## src/rtl/uart_mmio_pkg.sv

```systemverilog
// Shared register map, bit positions and FSM states for uart_mmio_fifo.
// Optional irq output is built when UART_MMIO_IRQ_EN is defined.
package uart_mmio_pkg;

  typedef enum logic [1:0] {
    DATA_REG   = 2'd0,
    STATUS_REG = 2'd1,
    CTRL_REG   = 2'd2
  } reg_idx_e;

  typedef enum logic {
    TX_IDLE = 1'b0,
    TX_SEND = 1'b1
  } tx_state_e;

  localparam int ST_TX_EMPTY   = 0;
  localparam int ST_TX_FULL    = 1;
  localparam int ST_RX_EMPTY   = 2;
  localparam int ST_RX_FULL    = 3;
  localparam int ST_RX_OVERRUN = 4;
  localparam int ST_TX_DROP    = 5;
  localparam int ST_TX_CNT     = 8;
  localparam int ST_RX_CNT     = 16;
  localparam int ST_CNT_W      = 8;

  localparam int CTRL_RX_IRQ  = 0;
  localparam int CTRL_TX_IRQ  = 1;
  localparam int CTRL_ERR_IRQ = 2;
  localparam int CTRL_W       = 3;

  function automatic int data_valid_bit(input int wl);
    return wl - 1;
  endfunction

endpackage

```

## src/rtl/uart_mmio_fifo_sync_fifo.sv

```systemverilog
// First-word-fall-through synchronous FIFO with binary pointers.
// A push while full is accepted only when a pop happens in the same cycle.
module sync_fifo #(
  parameter int WIDTH = 8,
  parameter int DEPTH = 16
) (
  input  logic                       clk,
  input  logic                       reset,
  input  logic                       push,
  input  logic                       pop,
  input  logic [WIDTH-1:0]           din,
  output logic [WIDTH-1:0]           dout,
  output logic                       full,
  output logic                       empty,
  output logic [$clog2(DEPTH):0]     count
);

  localparam int AW = $clog2(DEPTH);

  logic [WIDTH-1:0] mem [DEPTH];
  logic [AW-1:0]    wptr;
  logic [AW-1:0]    rptr;
  logic [AW:0]      cnt;
  logic             do_push;
  logic             do_pop;

  assign empty   = (cnt == '0);
  assign full    = (cnt == (AW+1)'(DEPTH));
  assign do_pop  = pop && !empty;
  assign do_push = push && (!full || do_pop);
  assign dout    = mem[rptr];
  assign count   = cnt;

  always_ff @(posedge clk) begin
    if (do_push) mem[wptr] <= din;
  end

  always_ff @(posedge clk or posedge reset) begin
    if (reset) begin
      wptr <= '0;
      rptr <= '0;
      cnt  <= '0;
    end else begin
      if (do_push) wptr <= wptr + 1'b1;
      if (do_pop)  rptr <= rptr + 1'b1;
      unique case ({do_push, do_pop})
        2'b10:   cnt <= cnt + 1'b1;
        2'b01:   cnt <= cnt - 1'b1;
        default: cnt <= cnt;
      endcase
    end
  end

endmodule

```

## src/rtl/uart_mmio_fifo.sv

```systemverilog
// FIFO-buffered memory-mapped UART slave driving a uart_lite core.
// Define UART_MMIO_IRQ_EN to build the registered interrupt request.
module uart_mmio_fifo
  import uart_mmio_pkg::*;
#(
  parameter int WL        = 32,
  parameter int ADDR_WL   = 2,
  parameter int TX_DEPTH  = 16,
  parameter int RX_DEPTH  = 16,
  parameter int DATA_BITS = 8
) (
  input  logic                 clk,
  input  logic                 reset,
  input  logic                 cmd_valid,
  input  logic                 cmd_wr,
  input  logic [ADDR_WL+1:0]   cmd_addr,
  input  logic [WL-1:0]        cmd_wdata,
  output logic                 rsp_valid,
  output logic [WL-1:0]        rsp_rdata,
  input  logic                 tx_rdy,
  output logic                 tx_vld,
  output logic [DATA_BITS-1:0] tx_data,
  input  logic                 rx_valid,
  input  logic [DATA_BITS-1:0] rx_data,
  output logic                 irq
);

  localparam int TX_CW = $clog2(TX_DEPTH) + 1;
  localparam int RX_CW = $clog2(RX_DEPTH) + 1;
  localparam int VBIT  = data_valid_bit(WL);

  logic               rd;
  logic               wr;
  logic [ADDR_WL-1:0] idx;
  logic               sel_data;
  logic               sel_status;
  logic               sel_ctrl;

  logic                 tx_push;
  logic                 tx_pop;
  logic [DATA_BITS-1:0] tx_head;
  logic                 tx_full;
  logic                 tx_empty;
  logic [TX_CW-1:0]     tx_count;

  logic                 rx_pop;
  logic [DATA_BITS-1:0] rx_head;
  logic                 rx_full;
  logic                 rx_empty;
  logic [RX_CW-1:0]     rx_count;

  logic [CTRL_W-1:0] ctrl;
  logic              rx_overrun;
  logic              tx_drop;
  logic              ov_set;
  logic              drop_set;
  logic              w1c;
  logic [WL-1:0]     rdata;

  tx_state_e state;
  tx_state_e state_nx;

  logic unused;

  assign rd         = cmd_valid && !cmd_wr;
  assign wr         = cmd_valid && cmd_wr;
  assign idx        = cmd_addr[ADDR_WL+1:2];
  assign sel_data   = (idx == ADDR_WL'(DATA_REG));
  assign sel_status = (idx == ADDR_WL'(STATUS_REG));
  assign sel_ctrl   = (idx == ADDR_WL'(CTRL_REG));

  // TX full rejects the push even if the drain pops this cycle.
  assign tx_push  = wr && sel_data && !tx_full;
  assign drop_set = wr && sel_data && tx_full;
  assign rx_pop   = rd && sel_data && !rx_empty;
  assign ov_set   = rx_valid && rx_full && !rx_pop;
  assign w1c      = wr && sel_status;
  assign unused   = ^{cmd_addr[1:0], cmd_wdata};

  sync_fifo #(
    .WIDTH (DATA_BITS),
    .DEPTH (TX_DEPTH)
  ) u_tx_fifo (
    .clk   (clk),
    .reset (reset),
    .push  (tx_push),
    .pop   (tx_pop),
    .din   (cmd_wdata[DATA_BITS-1:0]),
    .dout  (tx_head),
    .full  (tx_full),
    .empty (tx_empty),
    .count (tx_count)
  );

  sync_fifo #(
    .WIDTH (DATA_BITS),
    .DEPTH (RX_DEPTH)
  ) u_rx_fifo (
    .clk   (clk),
    .reset (reset),
    .push  (rx_valid),
    .pop   (rx_pop),
    .din   (rx_data),
    .dout  (rx_head),
    .full  (rx_full),
    .empty (rx_empty),
    .count (rx_count)
  );

  always_ff @(posedge clk or posedge reset) begin
    if (reset) state <= TX_IDLE;
    else       state <= state_nx;
  end

  always_comb begin
    state_nx = state;
    tx_pop   = 1'b0;
    unique case (state)
      TX_IDLE: begin
        if (tx_rdy && !tx_empty) begin
          state_nx = TX_SEND;
          tx_pop   = 1'b1;
        end
      end
      TX_SEND: state_nx = TX_IDLE;
      default: state_nx = TX_IDLE;
    endcase
  end

  always_ff @(posedge clk or posedge reset) begin
    if (reset) begin
      tx_vld  <= 1'b0;
      tx_data <= '0;
    end else begin
      tx_vld <= tx_pop;
      if (tx_pop) tx_data <= tx_head;
    end
  end

  always_comb begin
    rdata = '0;
    unique case (1'b1)
      sel_data: begin
        if (!rx_empty) begin
          rdata[DATA_BITS-1:0] = rx_head;
          rdata[VBIT]          = 1'b1;
        end
      end
      sel_status: begin
        rdata[ST_TX_EMPTY]   = tx_empty;
        rdata[ST_TX_FULL]    = tx_full;
        rdata[ST_RX_EMPTY]   = rx_empty;
        rdata[ST_RX_FULL]    = rx_full;
        rdata[ST_RX_OVERRUN] = rx_overrun;
        rdata[ST_TX_DROP]    = tx_drop;
        rdata[ST_TX_CNT +: ST_CNT_W] = ST_CNT_W'(tx_count);
        rdata[ST_RX_CNT +: ST_CNT_W] = ST_CNT_W'(rx_count);
      end
      sel_ctrl: rdata[CTRL_W-1:0] = ctrl;
      default:  rdata = '0;
    endcase
  end

  // Sticky set dominates a same-cycle W1C.
  always_ff @(posedge clk or posedge reset) begin
    if (reset) begin
      ctrl       <= '0;
      rx_overrun <= 1'b0;
      tx_drop    <= 1'b0;
      rsp_valid  <= 1'b0;
      rsp_rdata  <= '0;
    end else begin
      if (wr && sel_ctrl) ctrl <= cmd_wdata[CTRL_W-1:0];
      rx_overrun <= ov_set |
        (rx_overrun & ~(w1c & cmd_wdata[ST_RX_OVERRUN]));
      tx_drop <= drop_set |
        (tx_drop & ~(w1c & cmd_wdata[ST_TX_DROP]));
      rsp_valid <= rd;
      if (rd) rsp_rdata <= rdata;
    end
  end

`ifdef UART_MMIO_IRQ_EN
  logic irq_nx;

  assign irq_nx =
    (ctrl[CTRL_RX_IRQ] && !rx_empty) ||
    (ctrl[CTRL_TX_IRQ] && tx_empty) ||
    (ctrl[CTRL_ERR_IRQ] && (rx_overrun || tx_drop));

  always_ff @(posedge clk or posedge reset) begin
    if (reset) irq <= 1'b0;
    else       irq <= irq_nx;
  end
`else
  assign irq = 1'b0;
`endif

endmodule

```

## config.mk

```make
export PLATFORM = sky130hd
export DESIGN_NAME = uart_mmio_fifo
export DESIGN_NICKNAME = d
export VERILOG_FILES = /design/src/rtl/uart_mmio_pkg.sv /design/src/rtl/uart_mmio_fifo_sync_fifo.sv /design/src/rtl/uart_mmio_fifo.sv
export SDC_FILE = /design/constraint.sdc
export NUM_CORES = 1
export LEC_CHECK = 0
export BUFFER_PORTS_ARGS = -buffer_cell sky130_fd_sc_hd__buf_2
export CAP_MARGIN = 25
export CELL_PAD_IN_SITES_DETAIL_PLACEMENT = 1
export CELL_PAD_IN_SITES_GLOBAL_PLACEMENT = 1
export CORE_ASPECT_RATIO = 0.9
export CORE_UTILIZATION = 50
export CTS_BUF_LIST = sky130_fd_sc_hd__clkbuf_8 sky130_fd_sc_hd__clkbuf_16
export DETAILED_ROUTE_END_ITERATION = 8
export HOLD_SLACK_MARGIN = 0.08
export PLACE_DENSITY_LB_ADDON = 0.1
export REMOVE_ABC_BUFFERS = 1
export SYNTH_ARGS = -nofsm -noshare
export SYNTH_HDL_FRONTEND = slang
export SYNTH_SLANG_ARGS = --single-unit
```

## constraint.sdc

```tcl
create_clock -name clk -period 5.98 [get_ports clk]
set_clock_uncertainty 0.05 [all_clocks]
set_input_delay 0.299 -clock clk [delete_from_list [all_inputs] [get_ports clk]]
set_output_delay 0.299 -clock clk [all_outputs]
set_load 0.05 [all_outputs]
```

Yosys cells after proc, flatten, opt, wreduce, memory -nomap -nowiden. Memories as Yosys holds them, arrays and structs flattened. A register that Yosys moved wholly into a read port is not among the register bits. Index checks and enable logic that the tools add are counted. W data, S select, Z words.

Memory bits (read-only): 0. Output and inout bits: 43. Flip-flop bits (word level): 59. Latch bits: 0. Memories kept: 2. Word-level logic and storage cells: 85. Bits in writable memories: 256.

Memories: u_rx_fifo.mem (words 16, bits a word 8, read ports 1, clocked after Yosys merged registers in 0, write ports 1, RTL line uart_mmio_fifo_sync_fifo.sv:20) `logic [WIDTH-1:0] mem [DEPTH];`; u_tx_fifo.mem (words 16, bits a word 8, read ports 1, clocked after Yosys merged registers in 1, write ports 1, RTL line uart_mmio_fifo_sync_fifo.sv:20).

Div/mod/pow operators: 0. Mux-type cells: 16. Eq/ne operators: 8. Order comparisons: 0. Shifts and indexed selects: 0. $add $sub $neg: 8. Bitwise gates (word level): 9. Reduce and logical (&&, ||, !) cells: 29. Multiply operators: 0.

Operators with widths (count): $pmux W5 S2 (2); $add A4 B1 Y4 const B (4); $logic_and A1 B1 Y1 (16); $mux W13 (1); $add A5 B1 Y5 const B (2); $eq A5 B5 Y1 const B (2); $logic_not A5 Y1 (2); $sub A5 B1 Y5 const B (2); $pmux W3 S3 (1); $mux W1 (8); $mux W8 (1); $eq A2 B1 Y1 const B (3); $eq A2 B2 Y1 const B (3); $logic_not A1 Y1 (6); $pmux W3 S2 (1); $and A1 B1 Y1 (4); $reduce_bool A2 Y1 (2); $not A1 Y1 (3); $logic_not A2 Y1 (1); $logic_or A1 B1 Y1 (2); $mux W2 (1); $or A1 B1 Y1 (2); $pmux W1 S2 (1).

Logic depth before layout (Yosys ltp).
Word-level depth: 10. Gate-level depth with buffers: 13.

Modules after synthesis. A second synthesis with hierarchy kept.

Cells, all modules: 729. Area total of the unflattened synthesis: 12962.4 µm².

By module, submodules not included: sync_fifo at u_rx_fifo (area an instance 5749.3 µm², cells an instance 303, times used 1); sync_fifo at u_tx_fifo (area an instance 5736.8 µm², cells an instance 305, times used 1); uart_mmio_fifo (area an instance 1476.4 µm², cells an instance 121, times used 1).

Worst setup path before layout. OpenSTA, ideal clock, no wires.

Kind: register -> register. Start point: reg u_rx_fifo.cnt[3], in the netlist u_rx_fifo.count[3]. End point: reg u_rx_fifo.cnt[4], in the netlist u_rx_fifo.count[4]. Setup slack: 3.144 ns. Stages on the path, launching flop included: 12. Setup time: 0.138 ns. Clock period less this slack: 2.836 ns. Required time: 5.792 ns. Path buffers: 2. Arrival: 2.648 ns. Path through: dfrtp_1 > or4_4 > buf_6 > o31a_1 > buf_6 > inv_1 > ha_1 > ha_1 > a21o_1 > a21oi_1 > mux2i_1 > xnor2_1.

Word-level cells in the longest chain between the ends: 8.

RTL lines: from (decl) (RTL line uart_mmio_fifo_sync_fifo.sv:23) `logic [AW:0] cnt;`; from (signal assigned) (RTL line uart_mmio_fifo_sync_fifo.sv:47) `2'b10: cnt <= cnt + 1'b1;`; from (signal assigned) (RTL line uart_mmio_fifo_sync_fifo.sv:48) `2'b01: cnt <= cnt - 1'b1;`; from (signal assigned) (RTL line uart_mmio_fifo_sync_fifo.sv:49) `default: cnt <= cnt;`; $logic_not A5 Y1 (RTL line uart_mmio_fifo_sync_fifo.sv:27) `assign empty = (cnt == '0);`; $logic_not A1 Y1 (RTL line uart_mmio_fifo_sync_fifo.sv:29, uart_mmio_fifo.sv:75); $logic_and A1 B1 Y1 (RTL line uart_mmio_fifo.sv:75) `assign rx_pop = rd && sel_data && !rx_empty;`; $logic_and A1 B1 Y1 (RTL line uart_mmio_fifo_sync_fifo.sv:29) `assign do_pop = pop && !empty;`; $logic_or A1 B1 Y1 (RTL line uart_mmio_fifo_sync_fifo.sv:30) `assign do_push = push && (!full || do_pop);`; $logic_and A1 B1 Y1 (RTL line uart_mmio_fifo_sync_fifo.sv:30); $eq A2 B1 Y1 or $eq A2 B2 Y1 (tied branches) (RTL line uart_mmio_fifo_sync_fifo.sv:46) `unique case ({do_push, do_pop})`; $pmux W5 S2 or $reduce_bool A2 Y1 (tied branches).

Parallel ways exist; a longest one is shown, timed or not. A chain may end at the register's enable or synchronous reset.

Worst setup path after layout.
Start point: reg u_tx_fifo.cnt[1], in the netlist u_tx_fifo.count[1]. End point: reg u_tx_fifo.cnt[4], in the netlist u_tx_fifo.count[4].

Word-level cells in the longest chain between the ends: 10.

RTL lines: from (decl) (RTL line uart_mmio_fifo_sync_fifo.sv:23); from (signal assigned) (RTL line uart_mmio_fifo_sync_fifo.sv:47); from (signal assigned) (RTL line uart_mmio_fifo_sync_fifo.sv:48); from (signal assigned) (RTL line uart_mmio_fifo_sync_fifo.sv:49); $logic_not A5 Y1 * (RTL line uart_mmio_fifo_sync_fifo.sv:27); $logic_not A1 Y1 * (RTL line uart_mmio_fifo_sync_fifo.sv:29, uart_mmio_fifo.sv:120); $logic_and A1 B1 Y1 (RTL line uart_mmio_fifo.sv:120) `if (tx_rdy && !tx_empty) begin`; $mux W1 (RTL line uart_mmio_fifo.sv:120); $mux W1 (RTL line uart_mmio_fifo.sv:118) `unique case (state)`; $logic_and A1 B1 Y1 * (RTL line uart_mmio_fifo_sync_fifo.sv:29); net u_tx_fifo.do_pop (RTL line uart_mmio_fifo_sync_fifo.sv:25) `logic do_pop;`; $logic_or A1 B1 Y1 (RTL line uart_mmio_fifo_sync_fifo.sv:30); $logic_and A1 B1 Y1 (RTL line uart_mmio_fifo_sync_fifo.sv:30); $eq A2 B1 Y1 or $eq A2 B2 Y1 (tied branches) (RTL line uart_mmio_fifo_sync_fifo.sv:46); $pmux W5 S2 or $reduce_bool A2 Y1 (tied branches).

Mark *: on every way through the listed nets, which the timed path passes. The rest lies on a longest branch.

==> impl_metrics.env <==
export IMPL_gp_congestion=0.816
export IMPL_die_w_um=171
export IMPL_yosysTopAreaCellShare=0.595
export IMPL_cts_made_buffers=34
export IMPL_yosysWarnings=0
export IMPL_synth_seq_area_share=0.711
export IMPL_drt_iter0_markers=610
export IMPL_root_buffer="clkbuf_16"
export IMPL_ctsLongestPathBuffers=3
export IMPL_yosys_area_top_type="edfxtp_1"
export IMPL_cts_sinks=316
export IMPL_fin_crit_ns=3.58
export IMPL_grt_use_total=0.227
export IMPL_htree_levels=2
export IMPL_port_buffers=52
export IMPL_final_nets=832
export IMPL_cellLeakagePower_nw=5.27
export IMPL_syn_avg_cell_area_um2=18.5
export IMPL_core_um2=25300
export IMPL_start_util=0.512
export IMPL_vdd_drop_max_uv=159
export IMPL_fill_cells=2278
export IMPL_cp_arrival_ns=3.97
export IMPL_reg2regPathDepth=10
export IMPL_cts_setup_buffers=0
export IMPL_critPathLaunchType="register"
export IMPL_grt_max_degree=61
export IMPL_final_setup_tns_ns=0
export IMPL_min_path_cells=1
export IMPL_final_util=0.579
export IMPL_grt_pass1_wl_um=43500
export IMPL_overflow=0
export IMPL_synthCells=697
export IMPL_crit_fanout=20
export IMPL_drv_cap=0
export IMPL_yosys_top_cells_area="edfxtp_1 (59%), dfrtp_1 (12%), mux4_2 (11%)"
export IMPL_wire_per_inst_um=25.3
export IMPL_setup_violations=0
export IMPL_io_pins=93
export IMPL_maxSlewViolCount=0
export IMPL_hpwl_um=17800
export IMPL_holdCritPathClass="in2reg"
export IMPL_ant_nets=0
export IMPL_cp_end_kind="register"
export IMPL_rows=55
export IMPL_hold_viol=0
export IMPL_clk_latency_ns=0.51
export IMPL_synth_seq_cells=316
export IMPL_synth_flop_cell="edfxtp_1"
export IMPL_critical_path_class="reg2reg"
export IMPL_cts_resized=0
export IMPL_firstDrtPassIters=4
export IMPL_synth_enable_flop_cells=256
export IMPL_drc=0
export IMPL_period_share=0.599
export IMPL_vias=6549
export IMPL_max_freq_mhz=279
export IMPL_synth_cell_types=51
export IMPL_hold_buffers=3
export IMPL_die_y_um=155
export IMPL_syn_to_final_growth_pct=13.2
export IMPL_rsz0062_at_grt="no"
export IMPL_outcome="finished clean"
export IMPL_yosysMostFrequentCell="edfxtp_1"
export IMPL_drive_gt1_frac=0.259
export IMPL_viasPerCell=5.79
export IMPL_synthesis_area_um2=12900
export IMPL_r2r_setup_slack_ns=2.40
export IMPL_async_reset_ff_frac=0.190
export IMPL_wl_um=28600
export IMPL_yosys_top_cells_count="edfxtp_1 (256), mux4_2 (64), dfrtp_1 (60), nand2_1 (31), mux2i_1 (27)"
export IMPL_tritoncts="built"
export IMPL_path_clk_slew_ns=0.06
export IMPL_powerDensity_nw_per_um2=450
export IMPL_maxSlewHeadroom=0.322
export IMPL_antenna_found_initial=1
export IMPL_tightest_slew_ns=1.01
export IMPL_worstPathRequired_ns=6.36
export IMPL_grt_pass1_vias=6989
export IMPL_die_area_um2=26500
-- where the power goes --
| group | total [mW] | switching, mW | internal, mW |
|---|---|---|---|
| Combinational | 1.65 | 0.946 | 0.706 |
| Clock | 2.01 | 0.830 | 1.18 |
| Sequential | 2.93 | 0.298 | 2.63 |
-- final cells by class --
cell class | instances | area [um2] | share of cell area
inverters | 16 | 60.1 | 0.00410
clock inverters | 23 | 146 | 0.0100
well taps | 342 | 428 | 0.0292
diodes | 1 | 2.50 | 0.000171
multi-input cells | 325 | 3470 | 0.237
clock buffers | 38 | 917 | 0.0627
repair buffers | 71 | 422 | 0.0288
flip-flops and latches | 316 | 9190 | 0.628
-- kinds of logic after synthesis --
| logic type | Yosys count | share of synthesized area |
|---|---|---|
| adder cells (fa/ha/maj) | 18 | 0.0180 |
| multiplexers | 98 | 0.139 |
| AO/OA/AOI/OAI | 71 | 0.0435 |
| XOR/XNOR | 21 | 0.0142 |
| other | 1 | 0.000290 |
| flip-flops | 316 | 0.711 |
| AND/OR/NAND/NOR | 103 | 0.0456 |
| buffers and inverters | 69 | 0.0289 |
-- sequential cells by signal, indices dropped and copies added, names as in the netlist --
name	count
ctrl	3
rsp_rdata	19
rsp_valid	1
rx_overrun	1
state	1
tx_data	8
tx_drop	1
u_rx_fifo.count	5
u_rx_fifo.mem	128
u_rx_fifo.rptr	4
u_rx_fifo.wptr	4
u_tx_fifo.count	5
u_tx_fifo.mem	128
u_tx_fifo.rptr	4
u_tx_fifo.wptr	4
-- worst paths after layout --
path,start,to
max,u_tx_fifo.count[1]$_DFFE_PP0P_,u_tx_fifo.count[4]$_DFFE_PP0P_
min,cmd_wdata[6],u_tx_fifo.mem[2][6]$_DFFE_PP_
max reg2reg,u_tx_fifo.count[1]$_DFFE_PP0P_,u_tx_fifo.count[4]$_DFFE_PP0P_
min reg2reg,tx_data[6]$_DFFE_PP0N_,tx_data[6]$_DFFE_PP0N_
max in group asynchronous,reset,u_tx_fifo.rptr[2]$_DFFE_PP0P_
min in group asynchronous,reset,rsp_rdata[16]$_DFFE_PP0N_
-- critical path, cell delays in order (launching register included) --
cell	delay (ns)
dfrtp_1	0.49
nor4_4	0.49
a211o_1	0.73
inv_1	0.26
ha_1	0.39
xor2_1	0.19
ha_1	0.25
nor4_1	0.21
nand2_1	0.09
a31oi_1	0.21
xnor2_1	0.15
-- per-layer routing --
metal,track usage,share of wire,vias up
met1,0.345,0.47,3471
met3,0.0392,0.044,51
met5,0,0,-
met2,0.344,0.47,160
li1,-,-,2867
met4,0.0570,0.020,0
-- metrics by stage --
| stage | total power [mW] | cells | area (um2) | worst slack, ns | hold WS [ns] |
|---|---|---|---|---|---|
| after floorplan | 4.09 | 657 | 12700 | 2.93 | 0.348 |
| after global placement | 4.54 | 1061 | 13500 | 2.37 | 0.412 |
| after detailed placement | 4.62 | 1064 | 13500 | 2.18 | 0.425 |
| after CTS | 6.64 | 1128 | 14600 | 2.16 | 0.110 |
| after global routing | 6.87 | 1131 | 14600 | 2.14 | 0.130 |
| final | 6.59 | 1132 | 14600 | 2.40 | 0.131 |
-- cells in the final DEF (no fill, tap or decap), types with 9 or more instances in the layout --
master,count
mux2i_1,27
buf_2,52
a22o_1,16
a211o_1,10
buf_4,13
nor2b_1,10
clkbuf_16,35
a21oi_1,10
o21ai_0,9
inv_1,29
conb_1,14
mux4_2,64
xnor2_1,16
edfxtp_1,256
dfrtp_1,58
ha_1,17
nor2_1,19
nand2_1,31
Note: power is estimated with default switching activity, not from simulation.
